==> src/rtl/cache_axi_bridge.sv <==
`timescale 1ns/1ps
`default_nettype none
// ============================================================================
// Module   : cache_axi_bridge
// Purpose  : Turns the cache miss-handling interface (refill reads on
//            rd_req/ret_*, write-backs on wr_req/wr_*) into AXI4 master
//            transactions. Allows one outstanding read and one outstanding
//            write. A read is held off while a write to the same 16-byte
//            line is in flight, so a refill cannot overtake the write-back
//            of that line.
// Ports    : clk, resetn (async, active-low)
//            Cache read  : rd_req, rd_type, rd_addr -> rd_rdy,
//                          ret_valid, ret_last, ret_data
//            Cache write : wr_req, wr_type, wr_addr, wr_wstrb, wr_data
//                          -> wr_rdy
//            AXI master  : AR, R, AW, W and B channels (ID width 4,
//                          address 32, data 32)
// Revision : 1.0 - initial release
// ============================================================================
module cache_axi_bridge #(
    parameter logic [3:0] RD_ID = 4'd0,
    parameter logic [3:0] WR_ID = 4'd1
) (
    input  logic         clk,
    input  logic         resetn,
    // cache read request / return
    input  logic         rd_req,
    input  logic [2:0]   rd_type,
    input  logic [31:0]  rd_addr,
    output logic         rd_rdy,
    output logic         ret_valid,
    output logic         ret_last,
    output logic [31:0]  ret_data,
    // cache write request
    input  logic         wr_req,
    input  logic [2:0]   wr_type,
    input  logic [31:0]  wr_addr,
    input  logic [3:0]   wr_wstrb,
    input  logic [127:0] wr_data,
    output logic         wr_rdy,
    // AXI read address
    output logic [3:0]   arid,
    output logic [31:0]  araddr,
    output logic [7:0]   arlen,
    output logic [2:0]   arsize,
    output logic [1:0]   arburst,
    output logic         arvalid,
    input  logic         arready,
    // AXI read data
    input  logic [3:0]   rid,
    input  logic [31:0]  rdata,
    input  logic [1:0]   rresp,
    input  logic         rlast,
    input  logic         rvalid,
    output logic         rready,
    // AXI write address
    output logic [3:0]   awid,
    output logic [31:0]  awaddr,
    output logic [7:0]   awlen,
    output logic [2:0]   awsize,
    output logic [1:0]   awburst,
    output logic         awvalid,
    input  logic         awready,
    // AXI write data
    output logic [31:0]  wdata,
    output logic [3:0]   wstrb,
    output logic         wlast,
    output logic         wvalid,
    input  logic         wready,
    // AXI write response
    input  logic [3:0]   bid,
    input  logic [1:0]   bresp,
    input  logic         bvalid,
    output logic         bready
);

    localparam logic [2:0] c_TYPE_LINE = 3'b100;
    localparam logic [1:0] c_BURST_INCR = 2'b01;

    localparam logic [1:0] c_R_IDLE = 2'd0;
    localparam logic [1:0] c_R_AR   = 2'd1;
    localparam logic [1:0] c_R_DATA = 2'd2;

    localparam logic [1:0] c_W_IDLE = 2'd0;
    localparam logic [1:0] c_W_SEND = 2'd1;
    localparam logic [1:0] c_W_RESP = 2'd2;

    // ------------------------------------------------------------------
    // State and datapath registers
    // ------------------------------------------------------------------
    logic [1:0]   r_rd_state;
    logic [1:0]   w_rd_state_nxt;
    logic [31:0]  r_rd_addr;
    logic [2:0]   r_rd_type;

    logic [1:0]   r_wr_state;
    logic [1:0]   w_wr_state_nxt;
    logic [31:0]  r_wr_addr;
    logic [2:0]   r_wr_type;
    logic [3:0]   r_wr_strb;
    logic [127:0] r_wr_data;
    logic [1:0]   r_cnt;
    logic         r_aw_done;
    logic         r_w_done;

    logic         w_rd_accept;
    logic         w_wr_accept;
    logic         w_hazard;
    logic         w_rd_line;
    logic         w_wr_line;
    logic         w_aw_done_now;
    logic         w_w_done_now;

    // Response IDs and response codes carry no information the cache needs.
    logic         w_unused_ok;
    assign w_unused_ok = &{1'b0, rid, rresp, bid, bresp};

    assign w_rd_accept = rd_req && rd_rdy;
    assign w_wr_accept = wr_req && wr_rdy;
    assign w_rd_line   = (r_rd_type == c_TYPE_LINE);
    assign w_wr_line   = (r_wr_type == c_TYPE_LINE);

    // Same-line hazard: either a write to this line is already in flight,
    // or one is being accepted in this very cycle. The second term keeps a
    // simultaneous read/write pair to one line from racing each other.
    assign w_hazard = ((r_wr_state != c_W_IDLE) && (rd_addr[31:4] == r_wr_addr[31:4])) ||
                      (w_wr_accept && (rd_addr[31:4] == wr_addr[31:4]));

    // ==================================================================
    // Read FSM
    // ==================================================================
    always_ff @(posedge clk or negedge resetn) begin
        if (!resetn) begin
            r_rd_state <= c_R_IDLE;
        end else begin
            r_rd_state <= w_rd_state_nxt;
        end
    end

    always_comb begin
        w_rd_state_nxt = r_rd_state;
        case (r_rd_state)
            c_R_IDLE: if (w_rd_accept)      w_rd_state_nxt = c_R_AR;
            c_R_AR:   if (arready)          w_rd_state_nxt = c_R_DATA;
            c_R_DATA: if (rvalid && rlast)  w_rd_state_nxt = c_R_IDLE;
            default:                        w_rd_state_nxt = c_R_IDLE;
        endcase
    end

    always_comb begin
        rd_rdy  = 1'b0;
        arvalid = 1'b0;
        rready  = 1'b0;
        case (r_rd_state)
            c_R_IDLE: rd_rdy  = !w_hazard;
            c_R_AR:   arvalid = 1'b1;
            c_R_DATA: rready  = 1'b1;
            default: ;
        endcase
    end

    always_ff @(posedge clk or negedge resetn) begin
        if (!resetn) begin
            r_rd_addr <= '0;
            r_rd_type <= '0;
        end else if (w_rd_accept) begin
            r_rd_addr <= rd_addr;
            r_rd_type <= rd_type;
        end
    end

    assign arid    = RD_ID;
    assign araddr  = r_rd_addr;
    assign arlen   = w_rd_line ? 8'd3 : 8'd0;
    assign arsize  = w_rd_line ? 3'd2 : {1'b0, r_rd_type[1:0]};
    assign arburst = c_BURST_INCR;

    // Returned beats are passed straight through while in the data phase.
    assign ret_valid = rready && rvalid;
    assign ret_last  = rready && rlast;
    assign ret_data  = rdata;

    // ==================================================================
    // Write FSM
    // ==================================================================
    // AW and W progress independently; a handshake completing in this
    // cycle counts towards leaving W_SEND so no idle cycle is wasted.
    assign w_aw_done_now = r_aw_done || (awvalid && awready);
    assign w_w_done_now  = r_w_done  || (wvalid && wready && wlast);

    always_ff @(posedge clk or negedge resetn) begin
        if (!resetn) begin
            r_wr_state <= c_W_IDLE;
        end else begin
            r_wr_state <= w_wr_state_nxt;
        end
    end

    always_comb begin
        w_wr_state_nxt = r_wr_state;
        case (r_wr_state)
            c_W_IDLE: if (w_wr_accept)                    w_wr_state_nxt = c_W_SEND;
            c_W_SEND: if (w_aw_done_now && w_w_done_now)  w_wr_state_nxt = c_W_RESP;
            c_W_RESP: if (bvalid)                         w_wr_state_nxt = c_W_IDLE;
            default:                                      w_wr_state_nxt = c_W_IDLE;
        endcase
    end

    always_comb begin
        wr_rdy  = 1'b0;
        awvalid = 1'b0;
        wvalid  = 1'b0;
        bready  = 1'b0;
        case (r_wr_state)
            c_W_IDLE: wr_rdy = 1'b1;
            c_W_SEND: begin
                awvalid = !r_aw_done;
                wvalid  = !r_w_done;
            end
            c_W_RESP: bready = 1'b1;
            default: ;
        endcase
    end

    always_ff @(posedge clk or negedge resetn) begin
        if (!resetn) begin
            r_wr_addr <= '0;
            r_wr_type <= '0;
            r_wr_strb <= '0;
            r_wr_data <= '0;
            r_cnt     <= '0;
            r_aw_done <= 1'b0;
            r_w_done  <= 1'b0;
        end else if (w_wr_accept) begin
            r_wr_addr <= wr_addr;
            r_wr_type <= wr_type;
            r_wr_strb <= wr_wstrb;
            r_wr_data <= wr_data;
            r_cnt     <= '0;
            r_aw_done <= 1'b0;
            r_w_done  <= 1'b0;
        end else if (r_wr_state == c_W_SEND) begin
            if (awvalid && awready) begin
                r_aw_done <= 1'b1;
            end
            if (wvalid && wready) begin
                r_cnt <= r_cnt + 2'd1;
                if (wlast) begin
                    r_w_done <= 1'b1;
                end
            end
        end
    end

    assign awid    = WR_ID;
    assign awaddr  = r_wr_addr;
    assign awlen   = w_wr_line ? 8'd3 : 8'd0;
    assign awsize  = w_wr_line ? 3'd2 : {1'b0, r_wr_type[1:0]};
    assign awburst = c_BURST_INCR;

    // Beat data comes from the latched line, lowest word first.
    always_comb begin
        case (r_cnt)
            2'd0:    wdata = r_wr_data[31:0];
            2'd1:    wdata = r_wr_data[63:32];
            2'd2:    wdata = r_wr_data[95:64];
            default: wdata = r_wr_data[127:96];
        endcase
    end

    // Full-line write-backs always write every byte; partial writes use
    // the strobes captured with the request.
    assign wstrb = w_wr_line ? 4'hf : r_wr_strb;
    assign wlast = (r_cnt == awlen[1:0]);

endmodule
`default_nettype wire

==> config.mk <==
export PLATFORM = sky130hd
export DESIGN_NAME = cache_axi_bridge
export DESIGN_NICKNAME = d
export VERILOG_FILES = /design/src/rtl/cache_axi_bridge.sv
export SDC_FILE = /design/constraint.sdc
export NUM_CORES = 1
export LEC_CHECK = 0
export BUFFER_PORTS_ARGS = -buffer_cell sky130_fd_sc_hd__buf_4
export CAP_MARGIN = 20
export CORE_AREA = 3 3 167 169
export CTS_BUF_LIST = sky130_fd_sc_hd__clkbuf_8
export CTS_CLUSTER_SIZE = 8
export DETAILED_ROUTE_END_ITERATION = 16
export DIE_AREA = 0 0 170 172
export HOLD_SLACK_MARGIN = 0.06
export PLACE_DENSITY = 0.75
export SKIP_CTS_REPAIR_TIMING = 1
export SLEW_MARGIN = 30
export SYNTH_ARGS = -nofsm -noshare
export SYNTH_HDL_FRONTEND = slang
export SYNTH_SLANG_ARGS = --single-unit
export TNS_END_PERCENT = 10
==> constraint.sdc <==
create_clock -name clk -period 2 [get_ports clk]
set_input_delay 0.2 -clock clk [delete_from_list [all_inputs] [get_ports clk]]
set_output_delay 0.2 -clock clk [all_outputs]
set_load 0.01 [all_outputs]
# Word-level counts from Yosys, hierarchy flattened
# Cells that the tools add are included.
dict set report word_totals {
  regBits 210
  latchBits 0
  ramBits 0
  mem_bits_ro 0
  output_inout_bits 176
  elab_cells 90
  mem_count 0
}
dict set report classes {
  addsub 1
  mul 0
  div 0
  n_lt_le_gt_ge 0
  n_eq_ne 17
  shift 0
  muxes 31
  bitwise 0
  n_reduce_logical 30
}
# op n
set ops {}
lappend ops {{$pmux W32 S3} 1}
lappend ops {{$eq A28 B28 Y1} 2}
lappend ops {{$mux W2} 13}
lappend ops {{$mux W1} 14}
lappend ops {{$ne A2 B2 Y1 const B} 6}
lappend ops {{$pmux W2 S3} 2}
lappend ops {{$logic_and A1 B1 Y1} 11}
lappend ops {{$reduce_bool A2 Y1} 5}
lappend ops {{$reduce_and A3 Y1} 3}
lappend ops {{$eq A2 B1 Y1 const B} 3}
lappend ops {{$eq A2 B2 Y1 const B} 3}
lappend ops {{$eq A3 B3 Y1 const B} 2}
lappend ops {{$logic_not A2 Y1} 3}
lappend ops {{$mux W4} 1}
lappend ops {{$reduce_and A2 Y1} 2}
lappend ops {{$logic_not A1 Y1} 3}
lappend ops {{$logic_or A1 B1 Y1} 3}
lappend ops {{$add A2 B1 Y2 const B} 1}
lappend ops {{$eq A2 B2 Y1} 1}

# Depth between registers and ports, before layout
dict set report logic_depth {
  word_depth 10
  ltp_mapped 8
  ltp_nobuf 6
}

# Worst setup path before layout
# OpenSTA, ideal clock, no wires.
dict set report synth_path {
  kind {register to register}
  from {register r_wr_state[0]}
  to {register r_rd_addr[15], in the netlist araddr[15]}
  arrival_ns 1.983
  required_time_ns 1.872
  path_slack_ns -0.111
  path_stages_with_launch 9
  path_buffers 2
  synth_period_minus_slack_ns 2.111
  path_cell_list {dfrtp_1 nor2_2 and2_1 buf_6 nand3_2 o32ai_2 nor4b_4 buf_6 mux2_1}
}
dict set report synth_via {
  elab_chain_cells 8
  elab_cells_between_ends 10
}
# item line_no
set synth_lines {}
lappend synth_lines {{from (decl)} 96} ;# logic [1:0] r_wr_state;
lappend synth_lines {{from (signal assigned)} 193} ;# r_wr_state <= c_W_IDLE;
lappend synth_lines {{from (signal assigned)} 195} ;# r_wr_state <= w_wr_state_nxt;
lappend synth_lines {{$logic_not A2 Y1} 214} ;# case (r_wr_state)
lappend synth_lines {{$mux W1} 214}
lappend synth_lines {{via wr_rdy} 40} ;# output logic wr_rdy,
lappend synth_lines {{$logic_and A1 B1 Y1} 119} ;# assign w_wr_accept = wr_req && wr_rdy;
lappend synth_lines {{$logic_and A1 B1 Y1} 127} ;# (w_wr_accept && (rd_addr[31:4] == wr_addr[31:4]));
lappend synth_lines {{$logic_or A1 B1 Y1} 126} ;# assign w_hazard = ((r_wr_state != c_W_IDLE) && (rd_addr[31:4] == r_wr_addr[31:4])) ||
lappend synth_lines {{$logic_not A1 Y1} 155} ;# c_R_IDLE: rd_rdy = !w_hazard;
lappend synth_lines {{$mux W1} 154} ;# case (r_rd_state)
lappend synth_lines {{$logic_and A1 B1 Y1} 118} ;# assign w_rd_accept = rd_req && rd_rdy;
lappend synth_lines {{to (signal assigned)} 167} ;# r_rd_addr <= rd_addr;
lappend synth_lines {{to (decl)} 93} ;# logic [31:0] r_rd_addr;
# The timed path passes the listed nets, and every way through them passes these cells.
# A chain may end at the register's enable or synchronous reset.

# Final worst setup path
dict set report layout_path {
  from {register r_wr_addr[14], in the netlist awaddr[14]}
  to {output port rd_rdy}
}
dict set report layout_via {
  elab_chain_cells 5
}
# item line_no
set layout_lines {}
lappend layout_lines {{from (decl)} 98} ;# logic [31:0] r_wr_addr;
lappend layout_lines {{from (signal assigned)} 235} ;# r_wr_addr <= wr_addr;
lappend layout_lines {{$eq A28 B28 Y1} 126}
lappend layout_lines {{$logic_and A1 B1 Y1} 126}
lappend layout_lines {{$logic_or A1 B1 Y1} 126}
lappend layout_lines {{$logic_not A1 Y1} 155}
lappend layout_lines {{$mux W1} 154}
lappend layout_lines {{to (decl)} 30} ;# output logic rd_rdy,
# Every way passes these cells.

==> summary.md <==
| Metric | Value |
|---|---|
| Dpl ws | `-0.3003 ns` |
| Max_slew headroom | `0.3568` |
| Hold Crit Class | `primary input to register` |
| Syn_area_per_cell | `9.414 um^2` |
| Root Buffer | `clkbuf_8` |
| Kind of critical path | `register to output port` |
| Largest net degree at the start of global routing | `204` |
| Hold Startpoint | `wr_req` |
| Post-synth cell types | `37` |
| Fin. Hold Viols | `0` |
| Die Height | `172 um` |
| Vias/cell | `4.957` |
| Layout cells sized above 1 | `0.3103` |
| Crit share post-route | `1.146` |
| P_leak | `8.140 nW` |
| Sinks on Clock Net | `210` |
| CP Launch Point | `awaddr[14]` |
| DRC violations left | `0` |
| Critical path arrival | `2.09 ns` |
| Worst-path fanout max | `2` |
| Yosys Warn Count | `0` |
| Final worst path period need | `2.291 ns` |
| Syn Inst Count | `1,057` |
| Reg2reg end | `araddr[27]` |
| Clock latency on the worst-skew pair | `0.51 ns` |
| Outcome | `finished, violations left` |
| Final instance area | `15,950 um^2` |
| Clock buffer depth | `3` |
| RSZ-0062 raised after global routing | `true` |
| Worst Setup EP | `rd_rdy` |
| Via count | `9,819` |
| Pwr Total | `22.62 mW` |
| R2R Path Start | `awaddr[11]` |
| CP endpoint kind | `output port` |
| Power Density | `1418 nW/um^2` |
| Detailed Place HPWL | `22,350 um` |
| Final Setup Violations | `67` |
| Flops & latches, synth | `210` |
| Maxcap violations | `0` |
| DIE WIDTH | `170 um` |
| Vias in the first global route | `8,497` |
| Util after Layout | `0.5967` |
| Area leader, netlist | `dfrtp_1` |
| Total Wirelength | `36,990 um` |
| Most common cell in the netlist | `nand2_1` |
| Initial Util | `0.3723` |
| Initial antenna violation count | `2` |
| Core area | `26,730 um^2` |
| Post-route antenna net violation count | `0` |
| Post-synthesis sequential area ratio | `0.5281` |
| Core Rows | `60` |
| FF-to-FF setup slack | `-0.17 ns` |
| All-Layer GR Usage | `0.2011` |
| Top cell type's share of synthesized area | `0.5281` |
| Nets | `1,875` |
| Failing checks | `setup timing` |
| DRT iter0 DRCs | `854` |
| Htree depth | `2` |
| Inserted Clock Buffers | `38` |
| Async set-reset flop share out of synthesis | `1.000` |
| Setup TNS | `-10.04 ns` |
| DRT Pass-1 Iters | `9` |
| Worst Slack Setup Final | `-0.2912 ns` |
| Peak supply drop | `0.0007921 V` |
| Ys flop type | `dfrtp_1` |
| Largest cells by area after synthesis | `dfrtp_1 53%, nand2_1 17%, xor2_1 4.8%, buf_4 4.7%, mux2i_1 3.3%` |
| Synth top cells by count | `440 x nand2_1, 210 x dfrtp_1, 62 x buf_4` |
| RD Place Congestion | `0.9624` |
| Grt total ovfl | `0` |
| Max-slew violations | `0` |
| CTS tree | `built` |
| Fmax | `436.5 MHz` |
| Cell Area, Placed | `12,920 um^2` |
| Post-synth EDFFs | `0` |
| Full die area | `29,240 um^2` |
| Routed len/inst | `18.67 um` |
| First-pass GRT wire length | `46,610 um` |
| CTS clk-pin slew, worst paths | `0.06 ns` |
| Skew final | `0.01461 ns` |
| WP data required | `1.80 ns` |
| Reg2Reg Depth | `7` |
| PortBufs | `329` |
| Setup crit start kind | `register` |
| Mapped Area | `9951 um^2` |
| Io pins | `432` |
| Synth-to-layout area growth | `60.27%` |
| Actual transition at the worst max-transition pin | `0.9649 ns` |
[worst max-delay path: stages, from the launching register on]
cell,delay [ns]
dfrtp_1,0.40
xor2_1,0.18
nor4_2,0.35
nand4_1,0.20
o32ai_4,0.22
nor3_1,0.08
buf_4,0.16
[placed cells by master, fill, tap and decap left out, types with 4 or more instances in the layout]
cell type | Yosys | routed
conb_1 | 2 | 26
nor2_1 | 8 | 8
or2_2 | 4 | 4
nand2_1 | 440 | 438
clkbuf_8 | 0 | 43
nor4_2 | 0 | 5
dlygate4sd3_1 | 0 | 207
dfrtp_1 | 210 | 208
mux2_4 | 18 | 21
and2_1 | 5 | 4
a222oi_1 | 32 | 32
buf_4 | 62 | 386
xor2_2 | 0 | 6
nor4_1 | 12 | 7
xor2_1 | 55 | 49
inv_1 | 37 | 51
clkbuf_16 | 0 | 4
mux2_1 | 11 | 8
buf_12 | 0 | 12
mux2_2 | 6 | 6
mux2i_1 | 33 | 33
o21ai_0 | 34 | 34
[metrics by stage]
step / hold WS [ns] / std cells
3_3_place_gp: 0.1514 / 1699
5_1_grt: 0.07424 / 1980
6_report: 0.09129 / 1981
2_1_floorplan: -0.09559 / 1081
3_5_place_dp: 0.1552 / 1699
4_1_cts: -0.4011 / 1761
[final cells by class]
type	count	area [um^2]
fillers	2064	10780
repair buffers	611	5336
flip-flops and latches	210	5258
multi-input cells	717	4109
clock buffers	43	591.8
well taps	341	426.7
inverters	37	141.4
clock inverters	19	77.57
diodes	3	7.507
[power by group]
group / internal, mW / total (mW) / switching, mW
clock: 1.94 / 3.67 / 1.73
sequential: 6.33 / 7.63 / 1.29
combinational: 5.50 / 11.3 / 5.82
total: 13.8 / 22.6 / 8.85
[state kept, by name, summed over array words and instances, names as in the netlist]
signal and cells:
r_rd_type 3, r_wr_state 2, r_w_done 1, r_wr_type 3
r_cnt 2, r_rd_state 2, araddr 32, r_aw_done 1
r_wr_data 128, r_wr_strb 4, awaddr 32
[worst min path at each step]
stage | endpoint | cells past startpoint
finish | r_aw_done | 4
global route | r_aw_done | 4
CTS | araddr[0] | 1
detailed placement | araddr[0] | 1
global placement | araddr[0] | 1
floorplan | araddr[0] | 0
[kinds of logic after synthesis]
logic type,Yosys count,synth area share
AND/OR/NAND/NOR,487,0.1953
flip-flops,210,0.5281
buffers and inverters,154,0.08450
AO/OA/AOI/OAI,75,0.05658
multiplexers,68,0.07959
XOR/XNOR,57,0.05017
adder cells (fa/ha/maj),4,0.005030
other,2,0.0007547
[layer usage]
layer  wire, um  GRT usage  up-vias  share of wire
met3       2659    0.05281      135          0.072
met5          0          0        -              0
met4       1529    0.07266        0          0.041
met2      18270     0.3158      470           0.49
li1           -          -     4438              -
met1      14530     0.2708     4776           0.39
Power figures use the tool's default switching activity.
